==> config.mk <==
export PLATFORM = sky130hd
export DESIGN_NAME = seq_divider
export DESIGN_NICKNAME = d
export VERILOG_FILES = /design/src/rtl/seq_divider.sv
export SDC_FILE = /design/constraint.sdc
export NUM_CORES = 1
export LEC_CHECK = 0
export BUFFER_PORTS_ARGS = -buffer_cell sky130_fd_sc_hd__buf_2
export CORE_MARGIN = 2
export CORE_UTILIZATION = 41
export CTS_CLUSTER_DIAMETER = 80
export DETAILED_ROUTE_END_ITERATION = 10
export PLACE_DENSITY = 0.65
export SYNTH_ARGS = -nofsm -noshare
export SYNTH_HDL_FRONTEND = slang
export SYNTH_SLANG_ARGS = --single-unit
==> constraint.sdc <==
create_clock -name clk -period 5.9 [get_ports clk]
set_input_delay 0.295 -clock clk [delete_from_list [all_inputs] [get_ports clk]]
set_output_delay 0.295 -clock clk [all_outputs]
set_load 0.01 [all_outputs]
==> src/rtl/seq_divider.sv <==
`default_nettype none
// ============================================================================
// Module      : seq_divider
// Description : Sequential restoring divider, one quotient bit per cycle.
//               Signed mode is built in only when SEQ_DIVIDER_SIGNED_EN is
//               defined; otherwise signed_op is ignored.
// Revision    : 1.0 - initial release
// ============================================================================
module seq_divider #(
    parameter int N = 16
) (
    input  logic         clk,
    input  logic         rst_n,
    input  logic         start,
    input  logic         signed_op,
    input  logic [N-1:0] dividend,
    input  logic [N-1:0] divisor,
    output logic         busy,
    output logic         done,
    output logic [N-1:0] quotient,
    output logic [N-1:0] remainder,
    output logic         div0
);

    localparam int             c_CW   = (N > 2) ? $clog2(N) : 1;
    localparam logic [c_CW-1:0] c_LAST = c_CW'(N - 1);

    localparam logic [1:0] c_IDLE = 2'd0;
    localparam logic [1:0] c_CALC = 2'd1;
    localparam logic [1:0] c_DONE = 2'd2;

    logic [1:0]      r_state;
    logic [c_CW-1:0] r_cnt;
    logic [N-1:0]    r_dvd;
    logic [N-1:0]    r_dvs;
    logic [N-1:0]    r_rem;
    logic [N-1:0]    r_quo;
    logic            r_zero;
    logic            r_busy;
    logic            r_done;
    logic [N-1:0]    r_q;
    logic [N-1:0]    r_r;
    logic            r_div0;
    logic            r_neg_q;
    logic            r_neg_r;

    logic [N-1:0]    w_dvd_mag;
    logic [N-1:0]    w_dvs_mag;
    logic            w_neg_q;
    logic            w_neg_r;
    logic [N-1:0]    w_q_fin;
    logic [N-1:0]    w_r_fin;
    logic [N:0]      w_shift;
    logic            w_ge;
    logic [N-1:0]    w_sub;

`ifdef SEQ_DIVIDER_SIGNED_EN
    assign w_neg_r   = signed_op & dividend[N-1];
    assign w_neg_q   = signed_op & (dividend[N-1] ^ divisor[N-1]);
    assign w_dvd_mag = w_neg_r ? (~dividend + 1'b1) : dividend;
    assign w_dvs_mag = (signed_op & divisor[N-1]) ? (~divisor + 1'b1) : divisor;
    assign w_q_fin   = r_neg_q ? (~r_quo + 1'b1) : r_quo;
    assign w_r_fin   = r_neg_r ? (~r_rem + 1'b1) : r_rem;
`else
    logic w_unused_signed;
    assign w_unused_signed = signed_op;
    assign w_neg_r   = 1'b0;
    assign w_neg_q   = 1'b0;
    assign w_dvd_mag = dividend;
    assign w_dvs_mag = divisor;
    assign w_q_fin   = r_quo;
    assign w_r_fin   = r_rem;
`endif

    // Shifted remainder is one bit wider so the compare never overflows;
    // when it wins, the difference is below the divisor and fits in N bits.
    assign w_shift = {r_rem, r_dvd[N-1]};
    assign w_ge    = (w_shift >= {1'b0, r_dvs});
    assign w_sub   = w_shift[N-1:0] - r_dvs;

    always_ff @(posedge clk or negedge rst_n) begin
        if (!rst_n) begin
            r_state <= c_IDLE;
            r_cnt   <= '0;
            r_dvd   <= '0;
            r_dvs   <= '0;
            r_rem   <= '0;
            r_quo   <= '0;
            r_zero  <= 1'b0;
            r_busy  <= 1'b0;
            r_done  <= 1'b0;
            r_q     <= '0;
            r_r     <= '0;
            r_div0  <= 1'b0;
            r_neg_q <= 1'b0;
            r_neg_r <= 1'b0;
        end else begin
            r_done <= 1'b0;
            case (r_state)
                c_IDLE: begin
                    if (start) begin
                        r_busy <= 1'b1;
                        r_cnt  <= '0;
                        r_dvs  <= w_dvs_mag;
                        if (divisor == '0) begin
                            // Divide-by-zero skips iteration; the raw dividend
                            // is reported unchanged as the remainder.
                            r_state <= c_DONE;
                            r_zero  <= 1'b1;
                            r_quo   <= '1;
                            r_rem   <= dividend;
                            r_dvd   <= dividend;
                            r_neg_q <= 1'b0;
                            r_neg_r <= 1'b0;
                        end else begin
                            r_state <= c_CALC;
                            r_zero  <= 1'b0;
                            r_quo   <= '0;
                            r_rem   <= '0;
                            r_dvd   <= w_dvd_mag;
                            r_neg_q <= w_neg_q;
                            r_neg_r <= w_neg_r;
                        end
                    end
                end
                c_CALC: begin
                    r_rem <= w_ge ? w_sub : w_shift[N-1:0];
                    r_quo <= {r_quo[N-2:0], w_ge};
                    r_dvd <= {r_dvd[N-2:0], 1'b0};
                    r_cnt <= r_cnt + 1'b1;
                    if (r_cnt == c_LAST) begin
                        r_state <= c_DONE;
                    end
                end
                c_DONE: begin
                    r_state <= c_IDLE;
                    r_busy  <= 1'b0;
                    r_done  <= 1'b1;
                    r_q     <= w_q_fin;
                    r_r     <= w_r_fin;
                    r_div0  <= r_zero;
                end
                default: begin
                    r_state <= c_IDLE;
                    r_busy  <= 1'b0;
                end
            endcase
        end
    end

    assign busy      = r_busy;
    assign done      = r_done;
    assign quotient  = r_q;
    assign remainder = r_r;
    assign div0      = r_div0;

endmodule
`default_nettype wire

# ---- Word level (Yosys, flattened, before mapping)
# Cells that the tools add are included.
# Widths: inputs -> output; s select.
dict set report op_classes {
  add_sub_neg 2
  n_lt_le_gt_ge 1
  eq_ne 5
  n_mux 19
  n_bitwise 1
  reduce_logical 7
}
# op n
set op_table {}
lappend op_table {{$mux 16} 6}
lappend op_table {{$pmux 16 s2} 3}
lappend op_table {{$ge 17x16->1} 1}
lappend op_table {{$logic_not 16->1} 1}
lappend op_table {{$sub 16x16->16} 1}
lappend op_table {{$pmux 4 s2} 1}
lappend op_table {{$reduce_and 2->1} 4}
lappend op_table {{$mux 2} 3}
lappend op_table {{$add 4x1->4 const B} 1}
lappend op_table {{$eq 4x4->1 const B} 1}
lappend op_table {{$mux 4} 1}
lappend op_table {{$ne 2x2->1 const B} 2}
lappend op_table {{$pmux 2 s2} 1}
lappend op_table {{$mux 1} 3}
lappend op_table {{$eq 2x1->1 const B} 1}
lappend op_table {{$eq 2x2->1 const B} 1}
lappend op_table {{$logic_not 2->1} 1}
lappend op_table {{$pmux 1 s2} 1}
lappend op_table {{$reduce_bool 2->1} 1}
lappend op_table {{$not 1->1} 1}
dict set report word_totals {
  regBits 106
  input_bits 36
  output_inout_bits 35
}

# ---- Depth between registers and ports, before layout
# Gate-level depths: netlist (run 1).
dict set report depth {
  ltp_word 4
  mapped_depth 11
  mapped_depth_nobuf 10
}

# ---- Least setup slack after synthesis (run 1)
# OpenSTA, ideal clock, no wires.
dict set report synth_timing {
  path_type {register -> register}
  start {register r_rem[8]}
  end {register r_rem[10]}
  t_arrival_ns 2.357
  setup_slack_ns 3.457
  path_stages_with_launch 11
  n_path_buf 2
  period_less_slack_ns 2.443
  cell_sequence {dfrtp_1 ha_1 clkbuf_2 nand4_1 or4_4 a311o_1 and3_4 buf_6 nor3_2 a21oi_1 a211oi_2}
}
dict set report synth_via {
  elab_chain_len 3
  word_cells_on_any_way 4
}
# element line_no
set synth_lines {}
lappend synth_lines {{from (decl)} 36} ;# logic [N-1:0] r_rem;
lappend synth_lines {{from (signal assigned)} 111} ;# r_rem <= dividend;
lappend synth_lines {{from (signal assigned)} 127} ;# r_rem <= w_ge ? w_sub : w_shift[N-1:0];
lappend synth_lines {{$sub 16x16->16 or $ge 17x16->1 (tied branches)} {79, 78}}
lappend synth_lines {{$mux 16 (*)} 127}
lappend synth_lines {{$pmux 16 s2 (*)} 99} ;# case (r_state)
# Mark *: on every way between the ends. The rest lies on a longest branch, timed or not.
# A chain may end at the register's enable or synchronous reset.

# ---- Worst setup path after layout (run 1)
dict set report layout_timing {
  start {register r_rem[10]}
  end {register r_rem[13]}
}
# The elaborated chain is that of the path after synthesis.

==> flow_summary_export.csv, run 1 <==
group,metric,value,unit
outcome,status,"finished, final reports clean",
critical_path,path_buf_inv,0,
logic_synthesis,async_flop_share,100,%
min_path,min_to,"r_dvs[12]",
floorplan,core-area,12600,um^2
route,post_drt_wl_per_cell,15.3,um
clock_tree,clockBufferDepth,2,
logic_synthesis,ys_seq_area_share,49.9,%
timing,tns,0,ns
finish,instances_no_fill,794,
finish,final_cell_mix,"dfrtp_1, nand2_1, buf_2, o21ai_0, a21oi_1",
floorplan,fp.dieH,118,um
route,initialDrtViolationCount,202,
critical_path,cpPeakStageDelay,0.49,ns
floorplan,fp.dieW,118,um
clock_tree,htree_levels,3,
finish,multi_input_area,2450,um^2
finish,finalNetCount,671,
power_and_ir_drop,finalPower,3.67,mW
grt,grt_usage,18.6,%
min_path,hold_path_depth,3,
finish,regArea,2650,um^2
place,portBuffers,69,
finish,fillCellCount,1221,
route,vias_per_cell,5.33,
clock_tree,cts_tree,"built",
route,wl,12200,um
route,drcViolationCount,0,
place,dp_hpwl,8590,um
power_and_ir_drop,peakVddDrop,326,uV
floorplan,dieArea,13900,um^2
logic_synthesis,syn-instance-count,565,
power_and_ir_drop,leakage,2.95,nW
grt,overflow,0,
clock_tree,insertion_delay,0.36,ns
timing,period_minus_slack,2.77,ns
grt,grt_max_degree,73,
critical_path,worstSetupStartpointType,"flip-flop",
critical_path,crit_fanout,20,
timing,tightest_slew,0.920,ns
critical_path,reg2regPathDepth,8,
clock_tree,post_cts_buffers,0,
floorplan,start_util,42.1,%
critical_path,r2r-end,"r_rem[13]",
timing,fin_skew,0.00537,ns
min_path,min_from,"divisor[12]",
clock_tree,cts-root-buf,"clkbuf_16",
timing,setup_slack,3.13,ns
critical_path,path_class,"flip-flop to flip-flop",
timing,fin_crit_sh,46.9,%
finish,final_core_util,48.4,%
finish,antenna_cells,0,
floorplan,rows,41,
timing,finalMaxSlewViolations,0,
finish,layout_commonest_cell,"dfrtp_1",
critical_path,cp.arrival,3.00,ns
critical_path,reg2reg_from,"r_rem[10]",
critical_path,critPathTopFamily,"simple AND/OR/NAND/NOR gates",
place,place_inst,777,
job,drv_cap,0,
timing,hold_viol_final,0,
logic_synthesis,yosys_warnings,0,
logic_synthesis,ys_types,54,
place,gp_congestion,0.831,
logic_synthesis,synth_fp_nets,619,
logic_synthesis,postSynthAreaPerCell,9.41,um^2
critical_path,critPathCaptureType,"flip-flop",
route,dr.pass1.iters,4,
logic_synthesis,netlist_area,5320,um^2
clock_tree,post_cts_resize_count,0,
critical_path,r2r_setup_slack,3.13,ns
min_path,hp-class,"primary input to flip-flop",
grt,antenna_found_initial,0,
grt,grt_pass1_vias,4093,
clock_tree,cts_hold_buffers,1,
logic_synthesis,ys_seq_elements,106,
critical_path,cp_slowest_cell,"o21ai_0",
timing,relSlewSlack,38.7,%
timing,setup_violations,0,
finish,syn_to_final_growth,14.9,%
power_and_ir_drop,power.density,602,nW/um^2
floorplan,io_pins,71,
timing,max_freq,0.361,GHz
timing,rsz0062_at_grt,"false",
logic_synthesis,ys.flop_type,"dfrtp_1",
clock_tree,cts_sinks,106,
critical_path,worstPathRequired,6.13,ns
finish,drive_gt1_share,21.5,%
clock_tree,cts_buffers,9,
grt,grt_pass1_wl,20700,um
place,dp_slack,3.18,ns
critical_path,cp_cell_sequence,"ha_1 -> or2_2 -> and3_1 -> o21ai_0 -> and3_4 -> nor4_1 -> a31oi_1 -> o211ai_1",
route,postRouteAntennaNets,0,
logic_synthesis,synth_edf_count,0,
route,num_vias,4233,
clock_tree,clk_pin_slew,0.07,ns
==> cells in the mapped netlist, types with 3 or more instances <==
| cell type | number | area, um^2 |
|---|---|---|
| a21oi_1 | 46 | 230 |
| nand2b_1 | 4 | 25.0 |
| o21a_1 | 4 | 30.0 |
| nor2_1 | 46 | 173 |
| xor2_1 | 5 | 43.8 |
| nor4_1 | 6 | 37.5 |
| o22ai_1 | 8 | 50.1 |
| mux2i_1 | 3 | 30.0 |
| o31a_1 | 3 | 26.3 |
| clkbuf_1 | 27 | 101 |
| o21ai_0 | 54 | 270 |
| nor2b_1 | 5 | 31.3 |
| dfrtp_1 | 106 | 2650 |
| inv_1 | 20 | 75.1 |
| buf_1 | 5 | 18.8 |
| or2_2 | 3 | 18.8 |
| ha_1 | 17 | 213 |
| and2_1 | 4 | 25.0 |
| nor3_1 | 6 | 30.0 |
| mux2_2 | 33 | 372 |
| nand4_1 | 4 | 25.0 |
| nand2_1 | 86 | 323 |
| a31oi_1 | 23 | 144 |
| and3_1 | 4 | 25.0 |
| nand3_1 | 9 | 45.0 |
==> per-layer routing <==
layer | track usage, % | up-vias | share of wire (%) | wire (um)
li1 | - | 2090 | - | -
met1 | 24.6 | 2017 | 45 | 5510
met2 | 30.5 | 102 | 48 | 5860
met3 | 3.73 | 24 | 4.1 | 505
met4 | 6.85 | 0 | 2.4 | 292
met5 | 0 | - | 0 | 0
==> worst max-delay path by stage <==
stage / endpoint / start / slack, ns / depth (start not counted)
floorplan: r_rem[10] / r_rem[8] / 3.46 / 10
global placement: r_rem[13] / r_rem[10] / 3.22 / 8
detailed placement: r_rem[10] / r_rem[10] / 3.18 / 8
CTS: r_rem[10] / r_rem[10] / 3.15 / 8
global route: r_rem[13] / r_rem[10] / 2.94 / 8
finish: r_rem[13] / r_rem[10] / 3.13 / 8
==> worst min-delay path: stages <==
cell,delay [ns]
buf_2,0.09
nand2_1,0.04
o21ai_0,0.06
==> cell families (layout without fill, tap and decap cells) <==
group / count (synthesis) / after routing / synth area share, %
simple gates: 187 / 187 / 15.9
compound gates: 156 / 156 / 17.1
flops: 106 / 106 / 49.9
buf+inv: 55 / 112 / 4.07
mux: 36 / 36 / 7.55
fa+ha+maj: 18 / 18 / 4.38
xor+xnor: 7 / 7 / 1.15
==> metrics by stage <==
stage	cell area, um^2	hold WS, ns
after global routing	6110	0.168
after floorplan	5320	-0.000591
after detailed placement	5790	0.274
final	6110	0.163
after CTS	6110	0.158
after global placement	5790	0.268
==> power by group <==
| group | leakage (nW) | internal (mW) | switching (mW) | total (mW) |
|---|---|---|---|---|
| Clock | 0.152 | 0.340 | 0.291 | 0.631 |
| Sequential | 1.37 | 1.01 | 0.192 | 1.20 |
| Combinational | 1.42 | 0.765 | 1.07 | 1.84 |
| Total | 2.95 | 2.12 | 1.55 | 3.67 |
==> sequential cells by signal (all words and copies together), names as in the netlist <==
name,flops
quotient,16
r_dvd,16
r_dvs,16
r_quo,16
r_rem,16
remainder,16
r_cnt,4
r_state,2
busy,1
div0,1
done,1
r_zero,1
==> area by class of cell <==
class / instances / area share (%)
well taps: 172 / 3.52
flip-flops and latches: 106 / 43.4
multi-input cells: 404 / 40.2
inverters: 20 / 1.23
clock buffers: 10 / 3.75
repair buffers: 76 / 6.60
clock inverters: 6 / 1.29
(Power assumes the default switching activity.)
==> run 2: changes to the inputs <==
--- a/config.mk
+++ b/config.mk
@@ -5,6 +5,7 @@
 export SDC_FILE = /design/constraint.sdc
 export NUM_CORES = 1
 export LEC_CHECK = 0
+export ABC_AREA = 1
 export BUFFER_PORTS_ARGS = -buffer_cell sky130_fd_sc_hd__buf_2
 export CORE_MARGIN = 2
 export CORE_UTILIZATION = 41
==> constraint.sdc (replaced) <==
create_clock -name clk -period 2.65 [get_ports clk]
set_input_delay 0.1325 -clock clk [delete_from_list [all_inputs] [get_ports clk]]
set_output_delay 0.1325 -clock clk [all_outputs]
set_load 0.01 [all_outputs]
==> run 2 against run 1 <==
- global-route usage grew 0.59 points
- die area grew 11%
- first-iteration DRC count grew 39%
- non-clock buffer count grew 2
- flip-flop and latch count is the same
- clock power grew 140%
- total power grew to 2.8 times the previous value
- sequential share of layout area shrank 3.9 points
- clock skew grew 0.0034 ns
- synthesized cell count grew 33%
- fmax grew 26%
- setup slack lost 2.7 ns
- largest cell class unchanged
==> flow_summary_export.csv, run 2 <==
group,metric,value,unit
outcome,status,"finished, final reports clean",
route,post_drt_wl_per_cell,13.7,um
finish,multi_input_area,2580,um^2
timing,setup_slack,0.459,ns
route,wl,13600,um
route,drcViolationCount,0,
grt,grt_max_degree,101,
logic_synthesis,ys_types,34,
timing,tightest_slew,0.636,ns
clock_tree,htree_levels,3,
clock_tree,post_cts_buffers,0,
finish,layout_commonest_cell,"nand2_1",
place,place_inst,978,
grt,overflow,0,
min_path,hp-class,"primary input to flip-flop",
timing,hold_viol_final,0,
floorplan,dieArea,15400,um^2
finish,fillCellCount,1450,
floorplan,start_util,42.1,%
critical_path,reg2reg_from,"r_dvs[11]",
logic_synthesis,yosys.area.top_type,"dfrtp_1",
timing,period_minus_slack,2.19,ns
critical_path,path_class,"flip-flop to flip-flop",
route,initialDrtViolationCount,281,
logic_synthesis,synth.area.top_cells,"dfrtp_1, nand2_1, inv_1",
floorplan,io_pins,71,
logic_synthesis,async_flop_share,100,%
finish,regArea,2650,um^2
grt,grt_pass1_vias,4524,
logic_synthesis,ys_seq_elements,106,
clock_tree,cts_tree,"built",
critical_path,cp.arrival,2.48,ns
power_and_ir_drop,peakVddDrop,783,uV
power_and_ir_drop,power.density,1530,nW/um^2
clock_tree,cts_sinks,106,
finish,drive_gt1_share,18.3,%
critical_path,worstSetupStartpointType,"flip-flop",
finish,final_cell_mix,"nand2_1, inv_1, dfrtp_1, o21ai_0, buf_2",
floorplan,core-area,14000,um^2
timing,fin_crit_sh,82.7,%
finish,syn_to_final_growth,13.9,%
clock_tree,cts-root-buf,"clkbuf_16",
logic_synthesis,netlist_area,5900,um^2
timing,max_freq,0.456,GHz
route,postRouteAntennaNets,0,
clock_tree,insertion_delay,0.36,ns
clock_tree,clk_pin_slew,0.08,ns
floorplan,fp.dieH,124,um
clock_tree,post_cts_resize_count,0,
route,dr.pass1.iters,5,
logic_synthesis,yosysTopAreaCellShare,45.0,%
route,num_vias,4874,
timing,rsz0062_at_grt,"false",
critical_path,cp_cell_sequence,"inv_1 -> ha_1 -> nand2_2 -> nor2_2 -> inv_2 -> nor3_4 -> nand2_4 -> nand2_4 -> nand2_2 -> nand2_1 -> nand2_1 -> a21boi_1",
logic_synthesis,ys_seq_area_share,45.0,%
place,portBuffers,69,
place,dp_hpwl,9990,um
timing,setup_violations,0,
clock_tree,clockBufferDepth,2,
critical_path,critPathCaptureType,"flip-flop",
logic_synthesis,yosys_warnings,0,
finish,finalNetCount,864,
logic_synthesis,synth_fp_nets,805,
critical_path,reg2regPathDepth,12,
job,drv_cap,0,
grt,grt_usage,19.2,%
logic_synthesis,synth_edf_count,0,
critical_path,crit_fanout,17,
timing,relSlewSlack,57.6,%
timing,fin_skew,0.00873,ns
timing,finalMaxSlewViolations,0,
place,dp_slack,0.487,ns
logic_synthesis,ys.flop_type,"dfrtp_1",
logic_synthesis,syn-instance-count,751,
floorplan,fp.dieW,124,um
critical_path,cpPeakStageDelay,0.37,ns
power_and_ir_drop,finalPower,10.3,mW
grt,antenna_found_initial,0,
power_and_ir_drop,leakage,3.59,nW
logic_synthesis,postSynthAreaPerCell,7.85,um^2
critical_path,r2r-end,"r_rem[15]",
place,gp_congestion,0.917,
floorplan,rows,43,
logic_synthesis,synth_most_common_cell,"nand2_1",
grt,grt_pass1_wl,22600,um
finish,instances_no_fill,995,
finish,antenna_cells,0,
critical_path,worstPathRequired,2.93,ns
critical_path,r2r_setup_slack,0.46,ns
min_path,min_from,"divisor[5]",
critical_path,cp_slowest_cell,"dfrtp_1",
min_path,hold_path_depth,3,
logic_synthesis,netlist_top_cells_count,"nand2_1, inv_1, dfrtp_1",
min_path,min_to,"r_dvs[5]",
route,vias_per_cell,4.90,
timing,tns,0,ns
clock_tree,cts_buffers,9,
-- run 2: worst max-delay path by stage --
stage / from / to / slack (ns) / cells past startpoint
after floorplan: r_dvd[15] / r_rem[14] / 0.85 / 13
after global placement: r_rem[10] / r_rem[15] / 0.53 / 11
after detailed placement: r_dvs[11] / r_rem[15] / 0.49 / 12
after CTS: r_dvs[11] / r_rem[15] / 0.47 / 12
after global routing: r_dvs[12] / r_rem[15] / 0.26 / 12
final: r_dvs[11] / r_rem[15] / 0.46 / 12
-- run 2: cells by family (layout without fill, tap and decap cells) --
| family | Yosys count | count (layout) | synth area share [%] |
|---|---|---|---|
| buffers and inverters | 164 | 228 | 11.3 |
| AOI/OAI and AO/OA | 153 | 153 | 14.5 |
| and+or+nand+nor | 302 | 302 | 24.0 |
| DFF | 106 | 106 | 45.0 |
| adders and majority gates | 18 | 18 | 3.95 |
| xor gates and xnor gates | 8 | 8 | 1.19 |
-- run 2: area by class of cell --
cell class	count	share of cell area, %
flip-flops and latches	106	39.5
clock inverters	6	1.42
well taps	180	3.35
repair buffers	78	6.41
inverters	134	7.49
multi-input cells	481	38.4
clock buffers	10	3.41
-- run 2: through the flow --
stage	hold slack [ns]	util (%)	instance area (um^2)
6_report	0.0383	48.0	6720
3_3_place_gp	-0.0423	45.6	6380
4_1_cts	0.0332	48.0	6720
3_5_place_dp	-0.0381	45.6	6380
2_1_floorplan	-0.163	-	5900
5_1_grt	0.0551	48.0	6720
-- run 2: routing by layer --
| layer | GRT usage [%] | routed length, um | up-vias |
|---|---|---|---|
| li1 | - | - | 2493 |
| met1 | 28.1 | 6670 | 2258 |
| met2 | 28.8 | 6110 | 106 |
| met3 | 3.43 | 602 | 17 |
| met4 | 6.46 | 225 | 0 |
| met5 | 0 | 0 | - |
-- run 2: worst max-delay path: cells and delay by family, from the launching register on --
kind	cells	cell delay, ns
compound gates	1	0.11
simple gates	8	1.10
flops	1	0.37
fa+ha+maj	1	0.37
buf+inv	2	0.16
-- run 2: timing repair --
action | in CTS | in global routing
hold buffers | 1 | 0
hold endpoints to repair | 106 | 0
setup endpoints to repair | 0 | 0
-- run 2: power breakdown --
part	internal, mW	switching [mW]
clock	0.842	0.646
combinational	2.15	3.86
sequential	2.39	0.413
total	5.38	4.92
==> run 3: changes to the inputs <==
==> constraint.sdc (replaced) <==
create_clock -name clk -period 2.05 [get_ports clk]
set_input_delay 0.1025 -clock clk [delete_from_list [all_inputs] [get_ports clk]]
set_output_delay 0.1025 -clock clk [all_outputs]
set_load 0.01 [all_outputs]
==> run 3 against run 2 <==
- combinational power grew 57%
- largest cell class is now multi-input combinational cells
- sequential power grew 31%
- hold slack lost 0.028 ns
- non-clock buffer count grew 33
- register-to-register slack lost 0.39 ns
- final cell count grew 3.4%
- global-route usage shrank 0.088 points
- largest power group unchanged
- die area is the same
- total power grew 44%
- wire length grew 5.5%
- clock-buffer cell count shrank 1
- first-iteration DRC count shrank 8.5%
==> flow_summary_export.csv, run 3 (synthesis results as in run 2) <==
group,metric,value,unit
clock_tree,cts_sinks,106,
finish,final_core_util,51.6,%
job,drv_cap,0,
floorplan,dieArea,15400,um^2
route,num_vias,5024,
clock_tree,clockBufferDepth,2,
route,wl,14400,um
grt,grt_usage,19.1,%
grt,antenna_found_initial,0,
power_and_ir_drop,peakVddDrop,939,uV
min_path,hold_path_depth,3,
min_path,min_to,"r_dvs[7]",
finish,fillCellCount,1373,
finish,finalNetCount,898,
critical_path,worstPathRequired,2.34,ns
timing,fin_skew,0.00992,ns
floorplan,fp.dieW,124,um
critical_path,cp_slowest_cell,"dfrtp_1",
place,portBuffers,69,
min_path,hp-class,"primary input to flip-flop",
floorplan,io_pins,71,
critical_path,cp_cell_sequence,"inv_2 -> ha_4 -> nand2_2 -> nand2_2 -> inv_2 -> nand2_2 -> nand2_2 -> nand2_2 -> nor2_4 -> nand2_8 -> buf_12 -> nand2_4 -> nand3_2 -> a21boi_2",
floorplan,rows,43,
timing,rsz0062_at_grt,"true",
critical_path,r2r_setup_slack,0.07,ns
clock_tree,cts_tree,"built",
finish,syn_to_final_growth,22.4,%
floorplan,start_util,42.1,%
finish,antenna_cells,0,
timing,max_freq,0.504,GHz
critical_path,reg2reg_from,"r_dvs[12]",
route,postRouteAntennaNets,0,
critical_path,reg2regPathDepth,14,
grt,overflow,0,
power_and_ir_drop,power.density,2050,nW/um^2
timing,finalMaxSlewViolations,0,
grt,grt_pass1_wl,22700,um
finish,drive_gt1_share,26.1,%
clock_tree,insertion_delay,0.36,ns
critical_path,worstSetupStartpointType,"flip-flop",
place,gp_congestion,0.874,
power_and_ir_drop,leakage,3.76,nW
timing,fin_crit_sh,96.8,%
timing,hold_viol_final,0,
route,vias_per_cell,4.88,
critical_path,path_class,"flip-flop to flip-flop",
finish,layout_commonest_cell,"nand2_1",
clock_tree,cts-root-buf,"clkbuf_16",
min_path,min_from,"divisor[7]",
place,dp_hpwl,10200,um
critical_path,cp.arrival,2.28,ns
finish,final_cell_mix,"nand2_1, inv_1, dfrtp_1, o21ai_0, buf_2",
grt,grt_max_degree,94,
timing,period_minus_slack,1.98,ns
power_and_ir_drop,finalPower,14.8,mW
clock_tree,cts_buffers,9,
floorplan,fp.dieH,124,um
critical_path,r2r-end,"r_rem[0]",
place,dp_slack,0.0230,ns
route,drcViolationCount,0,
route,dr.pass1.iters,5,
critical_path,cpPeakStageDelay,0.39,ns
clock_tree,clk_pin_slew,0.07,ns
critical_path,critPathCaptureType,"flip-flop",
timing,relSlewSlack,56.6,%
critical_path,path_common_cell,"nand2_2",
critical_path,crit_fanout,8,
grt,grt_pass1_vias,4657,
outcome,status,"finished, final reports clean",
route,post_drt_wl_per_cell,14.0,um
floorplan,core-area,14000,um^2
clock_tree,htree_levels,3,
timing,tightest_slew,0.652,ns
timing,setup_slack,0.0658,ns
route,initialDrtViolationCount,257,
timing,setup_violations,0,
## run 3: cell types whose count changed in the layout (fill, tap and decap cells not counted), sizes merged
cell and delta:
buf +32, bufinv -2, clkinv +1, clkinvlp +1
inv +1, nand2 +1
## run 3: repair_timing
action                     CTS  global route
hold buffers                 1             0
hold endpoints to repair    43             0
resized for setup            0            53
setup endpoints to repair    0            17
buffers inserted             0             7
## run 3: layer usage
metal	track usage (%)	share of wire (%)
met1	27.6	49
met2	28.3	45
met3	3.34	4.5
met4	8.22	1.9
met5	0	0
## run 3: stage by stage
step	hold slack, ns	cells	setup TNS (ns)	area, um^2
floorplan	-0.193	751	0	5900
global placement	-0.0315	1003	0	6580
detailed placement	-0.0271	1003	0	6580
CTS	0.00560	1020	0	6880
global route	0.0328	1029	-0.380	7210
finish	0.00989	1029	0	7210
## run 3: how the worst max path moves through the flow
stage / startpoint / endpoint / slack [ns] / cells past startpoint
finish: r_dvs[12] / r_rem[0] / 0.07 / 14
CTS: r_dvs[11] / r_rem[11] / 0.008 / 12
global placement: r_dvd[15] / r_rem[14] / 0.05 / 13
detailed placement: r_dvd[15] / r_rem[12] / 0.02 / 13
floorplan: r_dvd[15] / r_rem[14] / 0.25 / 13
global route: r_rem[9] / r_rem[0] / -0.06 / 13
## run 3: critical path: cells and delay by family (launching register included)
| family | cells | cell delay, ns |
|---|---|---|
| and+or+nand+nor | 9 | 0.80 |
| DFF | 1 | 0.39 |
| buffers and inverters | 3 | 0.35 |
| adders and majority gates | 1 | 0.23 |
| AOI/OAI and AO/OA | 1 | 0.16 |
## run 3: layout make-up
| type | instances | area, um^2 | share of cell area [%] |
|---|---|---|---|
| inverter | 134 | 503 | 6.97 |
| tap | 180 | 225 | 3.12 |
| sequential | 106 | 2650 | 36.8 |
| clock inverter | 7 | 58.8 | 0.815 |
| multi-input combinational | 482 | 2810 | 38.9 |
| clock buffer | 9 | 225 | 3.12 |
| timing repair buffer | 111 | 741 | 10.3 |
## run 3: power breakdown
part	leakage (nW)	switching, mW	internal (mW)	total, mW
combinational	2.30	5.50	3.94	9.45
clock	0.139	0.837	0.846	1.68
sequential	1.32	0.590	3.10	3.69
